### src/rtl/uart_rx.sv
// rtl/uart_rx.sv - 16x oversampling UART receiver with parity/stop checks and valid/ready output
module uart_rx #(
  parameter int DATA_WIDTH  = 8,
  parameter int PARITY_EN   = 0,
  parameter int PARITY_ODD  = 0,
  parameter int SYNC_STAGES = 2
) (
  input  logic                  clk_i,
  input  logic                  rst_ni,
  input  logic                  baud_en_i,
  input  logic                  rx_i,
  output logic [DATA_WIDTH-1:0] rx_data_o,
  output logic                  rx_valid_o,
  input  logic                  rx_ready_i,
  output logic                  frame_err_o,
  output logic                  parity_err_o,
  output logic                  overrun_err_o,
  output logic                  busy_o
);

  localparam logic       HAS_PAR  = (PARITY_EN != 0);
  localparam logic       ODD      = (PARITY_ODD != 0);
  localparam logic [3:0] LAST_BIT = 4'(DATA_WIDTH - 1);

  typedef enum logic [2:0] {
    S_IDLE,
    S_START,
    S_DATA,
    S_PARITY,
    S_STOP,
    S_BREAK
  } state_t;

  state_t                  state_q, state_d;
  logic [3:0]              cnt_q, cnt_d;
  logic [3:0]              bit_q, bit_d;
  logic [DATA_WIDTH-1:0]   shift_q, shift_d;
  logic                    perr_q, perr_d;
  logic [SYNC_STAGES-1:0]  sync_q;
  logic                    rx_s;

  logic [DATA_WIDTH-1:0]   data_q, data_d;
  logic                    valid_q, valid_d;
  logic                    fe_q, fe_d;
  logic                    pe_q, pe_d;
  logic                    ovr_q, ovr_d;
  logic                    complete;

  // Synchroniser resets to the idle line level so reset never looks like a start bit
  always_ff @(posedge clk_i) begin
    if (!rst_ni) begin
      sync_q <= '1;
    end else begin
      sync_q <= {sync_q[SYNC_STAGES-2:0], rx_i};
    end
  end

  assign rx_s = sync_q[SYNC_STAGES-1];

  always_ff @(posedge clk_i) begin
    if (!rst_ni) begin
      state_q <= S_IDLE;
      cnt_q   <= '0;
      bit_q   <= '0;
      shift_q <= '0;
      perr_q  <= 1'b0;
      data_q  <= '0;
      valid_q <= 1'b0;
      fe_q    <= 1'b0;
      pe_q    <= 1'b0;
      ovr_q   <= 1'b0;
    end else begin
      state_q <= state_d;
      cnt_q   <= cnt_d;
      bit_q   <= bit_d;
      shift_q <= shift_d;
      perr_q  <= perr_d;
      data_q  <= data_d;
      valid_q <= valid_d;
      fe_q    <= fe_d;
      pe_q    <= pe_d;
      ovr_q   <= ovr_d;
    end
  end

  always_comb begin
    state_d  = state_q;
    cnt_d    = cnt_q;
    bit_d    = bit_q;
    shift_d  = shift_q;
    perr_d   = perr_q;
    complete = 1'b0;

    if (baud_en_i) begin
      cnt_d = cnt_q + 4'd1;
    end

    case (state_q)
      S_IDLE: begin
        if (baud_en_i && !rx_s) begin
          state_d = S_START;
          cnt_d   = '0;
        end
      end
      S_START: begin
        if (baud_en_i && cnt_q == 4'd7) begin
          cnt_d = '0;
          if (rx_s) begin
            state_d = S_IDLE;
          end else begin
            state_d = S_DATA;
            bit_d   = '0;
            perr_d  = 1'b0;
          end
        end
      end
      S_DATA: begin
        // Counter==15 lands at mid-bit because START handed over at mid start bit
        if (baud_en_i && cnt_q == 4'd15) begin
          shift_d = {rx_s, shift_q[DATA_WIDTH-1:1]};
          bit_d   = bit_q + 4'd1;
          if (bit_q == LAST_BIT) begin
            state_d = HAS_PAR ? S_PARITY : S_STOP;
            cnt_d   = '0;
          end
        end
      end
      S_PARITY: begin
        if (baud_en_i && cnt_q == 4'd15) begin
          perr_d  = ((^shift_q) ^ rx_s) != ODD;
          state_d = S_STOP;
          cnt_d   = '0;
        end
      end
      S_STOP: begin
        if (baud_en_i && cnt_q == 4'd15) begin
          complete = 1'b1;
          state_d  = rx_s ? S_IDLE : S_BREAK;
          cnt_d    = '0;
        end
      end
      S_BREAK: begin
        if (baud_en_i && rx_s) begin
          state_d = S_IDLE;
          cnt_d   = '0;
        end
      end
      default: begin
        state_d = S_IDLE;
        cnt_d   = '0;
      end
    endcase
  end

  // Output register: a completed word is dropped (with overrun pulse) if the previous one is still pending
  always_comb begin
    data_d  = data_q;
    fe_d    = fe_q;
    pe_d    = pe_q;
    valid_d = valid_q & ~rx_ready_i;
    ovr_d   = 1'b0;
    if (complete) begin
      if (!valid_q || rx_ready_i) begin
        data_d  = shift_q;
        fe_d    = ~rx_s;
        pe_d    = perr_q;
        valid_d = 1'b1;
      end else begin
        ovr_d = 1'b1;
      end
    end
  end

  assign rx_data_o     = data_q;
  assign rx_valid_o    = valid_q;
  assign frame_err_o   = fe_q;
  assign parity_err_o  = pe_q;
  assign overrun_err_o = ovr_q;
  assign busy_o        = (state_q != S_IDLE);

endmodule

### config.mk
export PLATFORM = sky130hd
export DESIGN_NAME = uart_rx
export DESIGN_NICKNAME = d
export VERILOG_FILES = /design/src/rtl/uart_rx.sv
export SDC_FILE = /design/constraint.sdc
export NUM_CORES = 1
export LEC_CHECK = 0
export BUFFER_PORTS_ARGS = -buffer_cell sky130_fd_sc_hd__buf_2
export CORE_MARGIN = 5
export CORE_UTILIZATION = 35
export CTS_CLUSTER_DIAMETER = 150
export DETAILED_ROUTE_END_ITERATION = 8
export PLACE_DENSITY = 0.54
export SYNTH_ARGS = -nofsm -noshare
export SYNTH_HDL_FRONTEND = slang
export SYNTH_SLANG_ARGS = --single-unit
### constraint.sdc
create_clock -name clk_i -period 2.1 [get_ports clk_i]
set_input_delay 0.105 -clock clk_i [delete_from_list [all_inputs] [get_ports clk_i]]
set_output_delay 0.105 -clock clk_i [all_outputs]
set_load 0.02 [all_outputs]
; ---- Word level (Yosys, flattened, before mapping)
; Cells that the tools add are included.
[op_classes]
n_addsub = 2
n_eq_ne = 16
mux = 31
bitwise = 4
reduce_logical = 19
[op_table]
columns = op, count
row1 = $mux 4, 10
row2 = $mux 3, 8
row3 = $pmux 4 s5, 1
row4 = $pmux 3 s6, 1
row5 = $ne 2x2->1 const B, 8
row6 = $add 4x1->4 const B, 2
row7 = $eq 4x3->1 const B, 2
row8 = $mux 1, 8
row9 = $pmux 4 s2, 1
row10 = $reduce_and 4->1, 2
row11 = $reduce_xor 8->1, 1
row12 = $reduce_and 7->1, 1
row13 = $eq 3x2->1 const B, 2
row14 = $eq 3x3->1 const B, 2
row15 = $reduce_and 2->1, 3
row16 = $eq 4x4->1 const B, 1
row17 = $logic_and 1x1->1, 4
row18 = $reduce_bool 2->1, 2
row19 = $eq 3x1->1 const B, 1
row20 = $logic_not 3->1, 1
row21 = $reduce_bool 3->1, 1
row22 = $logic_not 1->1, 2
row23 = $mux 2, 1
row24 = $not 1->1, 2
row25 = 5 further kinds, 5
[word_totals]
reg_bits = 34
input_bits = 5
elab_cells = 83

; ---- Logic depth before layout (Yosys ltp)
[logic_depth]
ltp_word = 5
depth_mapped = 6

; ---- Worst setup path after synthesis
; No wires, ideal clock.
[synth_path]
path_kind = reg-to-reg
start = register state_q[1]
end = register perr_q
setup_ns = 0.128
arrival_time_ns = 1.487
required_time_ns = 1.972
slack_ns = 0.486
path_stages_with_launch = 7
n_path_buf = 1
period_less_slack_ns = 1.614
cell_sequence = dfxtp_1 > buf_6 > or4b_1 > or3_1 > nand3_1 > o21a_1 > nor2_1
[synth_via]
elab_chain_cells = 3
elab_cells_between_ends = 8
cone_classes = eq/ne: 5 / mux: 1 / reduce/logical: 2
[synth_lines]
columns = item, line_no
row1 = "start, declared", 34  ; state_t state_q, state_d;
row2 = "start signal, assigned", 73  ; state_q <= state_d;
row3 = $eq 3x1->1 / $eq 3x2->1 (equally long branches), 98  ; case (state_q)
row4 = $ne 2x2->1 (no line) / $reduce_bool 2->1 (equally long branches), n/a
row5 = $reduce_and 4->1 (no line), n/a
row6 = "end signal, assigned", 77  ; perr_q <= perr_d;
row7 = "end, declared", 38  ; logic perr_q, perr_d;
; Several ways; a longest one is shown, not always the timed one.
; A chain may end at the register's enable or synchronous reset.

; ---- Worst setup path in the final report
[layout_path]
start = register cnt_q[0]
end = register state_q[0]
[layout_via]
elab_chain_cells = 4
elab_cells_between_ends = 9
cone_classes = eq/ne: 6 / reduce/logical: 3
[layout_lines]
columns = item, line_no
row1 = "start, declared", 35  ; logic [3:0] cnt_q, cnt_d;
row2 = "start signal, assigned", 74  ; cnt_q <= cnt_d;
row3 = $eq 4x4->1 / $eq 4x3->1 (equally long branches), n/a
row4 = "$logic_and 1x1->1, on equally long branches", n/a
row5 = $ne 2x2->1 (no line), n/a
row6 = $reduce_and 7->1 (no line) (*), n/a
; Every way passes the cells marked *; elsewhere a longest branch is shown, timed or not.

==> results.md <==
Outcome:
- The flow ran to the end, and the final reports show no timing, DRC or antenna violations.

Floorplan:
- The width of the chip is 76.1 um.
- The floorplan has 24 rows.
- The floorplan die height is 76.1 um.
- The count of boundary I/O pins is 18.
- The area of the die is 5790 um2.
- For this configuration, the core starts out at a cell density of 0.356.
- In this run the standard cell core region covers 4290 um2.

Finish:
- The count of nets after finishing is 199.
- The final non-filler cell total is 243.
- The final antenna diode count is 0.
- In the layout the commonest cells are sky130_fd_sc_hd__dfxtp_1, sky130_fd_sc_hd__nor2_1, sky130_fd_sc_hd__a21oi_1, sky130_fd_sc_hd__buf_2.
- The share of final-layout standard cells stronger than drive strength 1 is 0.162.
- Relative to the synthesized area, the layout overhead comes to 14.2%.
- Leaving out fill and tap cells, the most frequent cell in the layout is sky130_fd_sc_hd__dfxtp_1.
- The filler cells instantiated in the layout total around 440.

Clocking:
- The level count of the clock H-tree is 2.
- TritonCTS built the clock tree.
- The root cell of the clock tree is sky130_fd_sc_hd__clkbuf_8.
- The number of gates resized after cts is 0.
- The number of CTS-inserted buffers is 5.
- The maximum clock path buffer count is 2.
- For this design, the sink count on the clock tree is 34.
- For the worst-skew pair, the clock arrives at the later sink with an insertion delay of 280 ps.
- The clock transition time at the flip-flop clock pins of the worst setup and hold paths is 60 ps.

Placement:
- Input and output buffers added on the ports amount to 17.
- Detailed placement ended at an HPWL of 2.11 mm.
- The final RePlAce weighted congestion is 0.792.
- The number of placed instances, taps included, is between 200 and 250.

Setup path:
- The type of the worst setup path is reg -> reg.
- The element type at the critical path start is a register.
- The endpoint arrival time on the critical path is slightly below 2000 ps.
- The type of destination of the critical path is a register.
- The required time at the worst-slack endpoint is 2310 ps.
- Counting both buffers and inverters, the worst setup path holds a total of 0.
- The critical path goes through ha_1 > nand3_1 > o21ai_0 > nand3_1 > or4b_1 > a21oi_1.
- Along the worst path, the maximum fanout reaches 6.
- The largest stage delay on the critical path is around 530 ps.
- The standard cell with the maximum stage delay on the critical path is sky130_fd_sc_hd__or4b_1.
- The most repeated library cell on the critical path is sky130_fd_sc_hd__nand3_1.
- The cell family contributing the most delay on the critical path is simple AND/OR/NAND/NOR gates.

Synthesis:
- The number of distinct library cells after synthesis is 39.
- Of the synthesized area, sequential elements account for 0.445.
- Averaged over all synthesized cells, the footprint is 8.84 um2.
- In this run the cell area of the synthesized design comes to 1530 um2.
- The number of enable flip-flop cells after synthesis is 0.
- The post-synthesis net count is 180.
- The prevailing post-synth register cell is sky130_fd_sc_hd__dfxtp_1.
- The number of cells produced by synthesis is roughly 170.
- The number of warning messages in the yosys log is 0.
- In the synthesized netlist the async set-or-reset flop fraction comes to 0.
- The flip-flop and latch count after synthesis is 34.

Routing:
- Dividing the detail-routed via count by the number of cells gives approximately 5.1.
- The count of nets left with antenna violations once routing finished came out at 0.
- Dividing the detail-routed wire length by the instance count gives 12.2 um.
- The DRC violation total after the first TritonRoute iteration is 69.
- The final route contains about 1,200 vias.
- The routed design has 2.96 mm of wire.
- For this run, design rule violations remaining after detail routing come to 0.
- The pre-antenna-repair detailed-routing pass consisted of 4 iterations.

Global routing:
- The number of antenna violations at the first check in global routing is 0.
- Summed over all layers, the global routing overflow is 0.
- The number of global-route vias before repair is 1,205.
- The first global-routing pass estimated 5.32 mm of wire.
- The global-route usage over all layers is 0.109.
- Entering global routing, the biggest net connects 28 pins.

Timing:
- The slew of the pin with the lowest slew margin is approximately 450 ps.
- The worst hold-check slack is 72.4 ps.
- The final-report hold violation count was 0.
- The final-report setup violation count is 0.
- The routed design could run at a clock period as short as ~1800 ps.
- In the final timing run, aggregate negative setup slack is 0 ps.
- The final max-slew violation count is 0.
- Clock skew on the completed layout was measured at 2.23 ps.
- Based on the critical path, the design can be clocked at up to 561 MHz.
- The worst-case headroom to the max-slew limit is 0.698.
- The share of the clock period used by the worst path after layout is 0.848.
- Setup repair after global routing left no endpoint under its margin.

Min path:
- The worst hold path belongs to the class in -> reg.

Power:
- The maximum VDD drop is between 300 and 400 uV.
- Summed over all cells, the static leakage comes to 0.732 nW.
- Power spread over the standard cell area amounts to ~700 nW/um2.

Flow run:
- Max-cap violations in this run came to 0.
==> timing repair <==
item,4_1_cts,5_1_grt
endpoints found under the hold margin,1,0
setup buffers,0,0
hold buffers,1,0
==> kinds of logic (layout without fill, tap and decap cells) <==
group | after synthesis | count (layout) | share of synthesized area
simple gates | 66 | 66 | 0.223
compound gates | 38 | 38 | 0.140
flops | 34 | 34 | 0.445
buf+inv | 13 | 31 | 0.0442
xor+xnor | 10 | 10 | 0.0663
mux | 10 | 10 | 0.0655
fa+ha+maj | 2 | 2 | 0.0164
==> per-stage QoR <==
step / util / power (W) / cell area, um2 / setup WS, ps
floorplan: - / 0.000745 / 1530 / 486
global placement: 0.385 / 0.000764 / 1650 / 321
detailed placement: 0.385 / 0.000766 / 1650 / 324
CTS: 0.406 / 0.00123 / 1750 / 286
global route: 0.406 / 0.00127 / 1750 / 170
finish: 0.406 / 0.00121 / 1750 / 319
==> cells in the mapped netlist, types with 2 or more instances <==
library cell | n | area, um2
sky130_fd_sc_hd__clkbuf_1 | 4 | 15.0
sky130_fd_sc_hd__nand3b_1 | 2 | 15.0
sky130_fd_sc_hd__nand2_1 | 13 | 48.8
sky130_fd_sc_hd__or4b_1 | 2 | 20.0
sky130_fd_sc_hd__nor3_1 | 2 | 10.0
sky130_fd_sc_hd__inv_1 | 2 | 7.51
sky130_fd_sc_hd__buf_2 | 3 | 15.0
sky130_fd_sc_hd__buf_4 | 2 | 15.0
sky130_fd_sc_hd__nand3_1 | 8 | 40.0
sky130_fd_sc_hd__o21ai_0 | 13 | 65.1
sky130_fd_sc_hd__xor2_1 | 4 | 35.0
sky130_fd_sc_hd__o211ai_1 | 2 | 15.0
sky130_fd_sc_hd__a21oi_1 | 17 | 85.1
sky130_fd_sc_hd__ha_1 | 2 | 25.0
sky130_fd_sc_hd__xnor2_1 | 5 | 43.8
sky130_fd_sc_hd__dfxtp_1 | 34 | 681
sky130_fd_sc_hd__mux2i_1 | 10 | 100
sky130_fd_sc_hd__nor2_1 | 20 | 75.1
sky130_fd_sc_hd__nand2b_1 | 4 | 25.0
sky130_fd_sc_hd__nand4_1 | 3 | 18.8
sky130_fd_sc_hd__or3_1 | 3 | 18.8
==> per-layer routing <==
layer,track usage,wire (um),part of all wire,vias to the layer above
met2,0.167,1340,0.45,30
li1,-,-,-,637
met5,0,0,0,-
met1,0.137,1400,0.47,559
met4,0.0472,55,0.019,0
met3,0.0414,166,0.056,8
==> state kept, by name, indices dropped and copies added (netlist names) <==
| signal | cells |
|---|---|
| rx_data_o | 8 |
| shift_q | 8 |
| bit_q | 4 |
| cnt_q | 4 |
| state_q | 3 |
| sync_q | 2 |
| frame_err_o | 1 |
| overrun_err_o | 1 |
| parity_err_o | 1 |
| perr_q | 1 |
| rx_valid_o | 1 |
==> where the power goes <==
group | total (W) | switching (W) | internal [W]
Sequential | 0.000671 | 0.0000156 | 0.000656
Combinational | 0.0000826 | 0.0000476 | 0.0000350
Clock | 0.000461 | 0.000208 | 0.000252
Total | 0.00121 | 0.000272 | 0.000943
==> area by class of cell <==
type | instances | area, um2 | area share
clock buffers | 6 | 82.6 | 0.0473
inverters | 3 | 11.3 | 0.00645
well taps | 52 | 65.1 | 0.0373
multi-input cells | 126 | 781 | 0.447
flip-flops and latches | 34 | 681 | 0.390
repair buffers | 22 | 125 | 0.0717
==> worst register-to-register path, delay by kind of cell (launching register included) <==
family | cells | cell delay [ps]
compound gates | 2 | 310
fa+ha+maj | 1 | 220
flops | 1 | 360
simple gates | 3 | 840
==> worst paths after layout <==
kind                                 from         end  slack [ps]  cells after the start
worst max register to register   cnt_q[0]  state_q[0]         320                      6
worst min register to register  sync_q[0]   sync_q[1]         410                      1
worst max-delay path             cnt_q[0]  state_q[0]         320                      6
worst min-delay path               rst_ni   sync_q[0]          70                      2
Power figures use the tool's default switching activity.
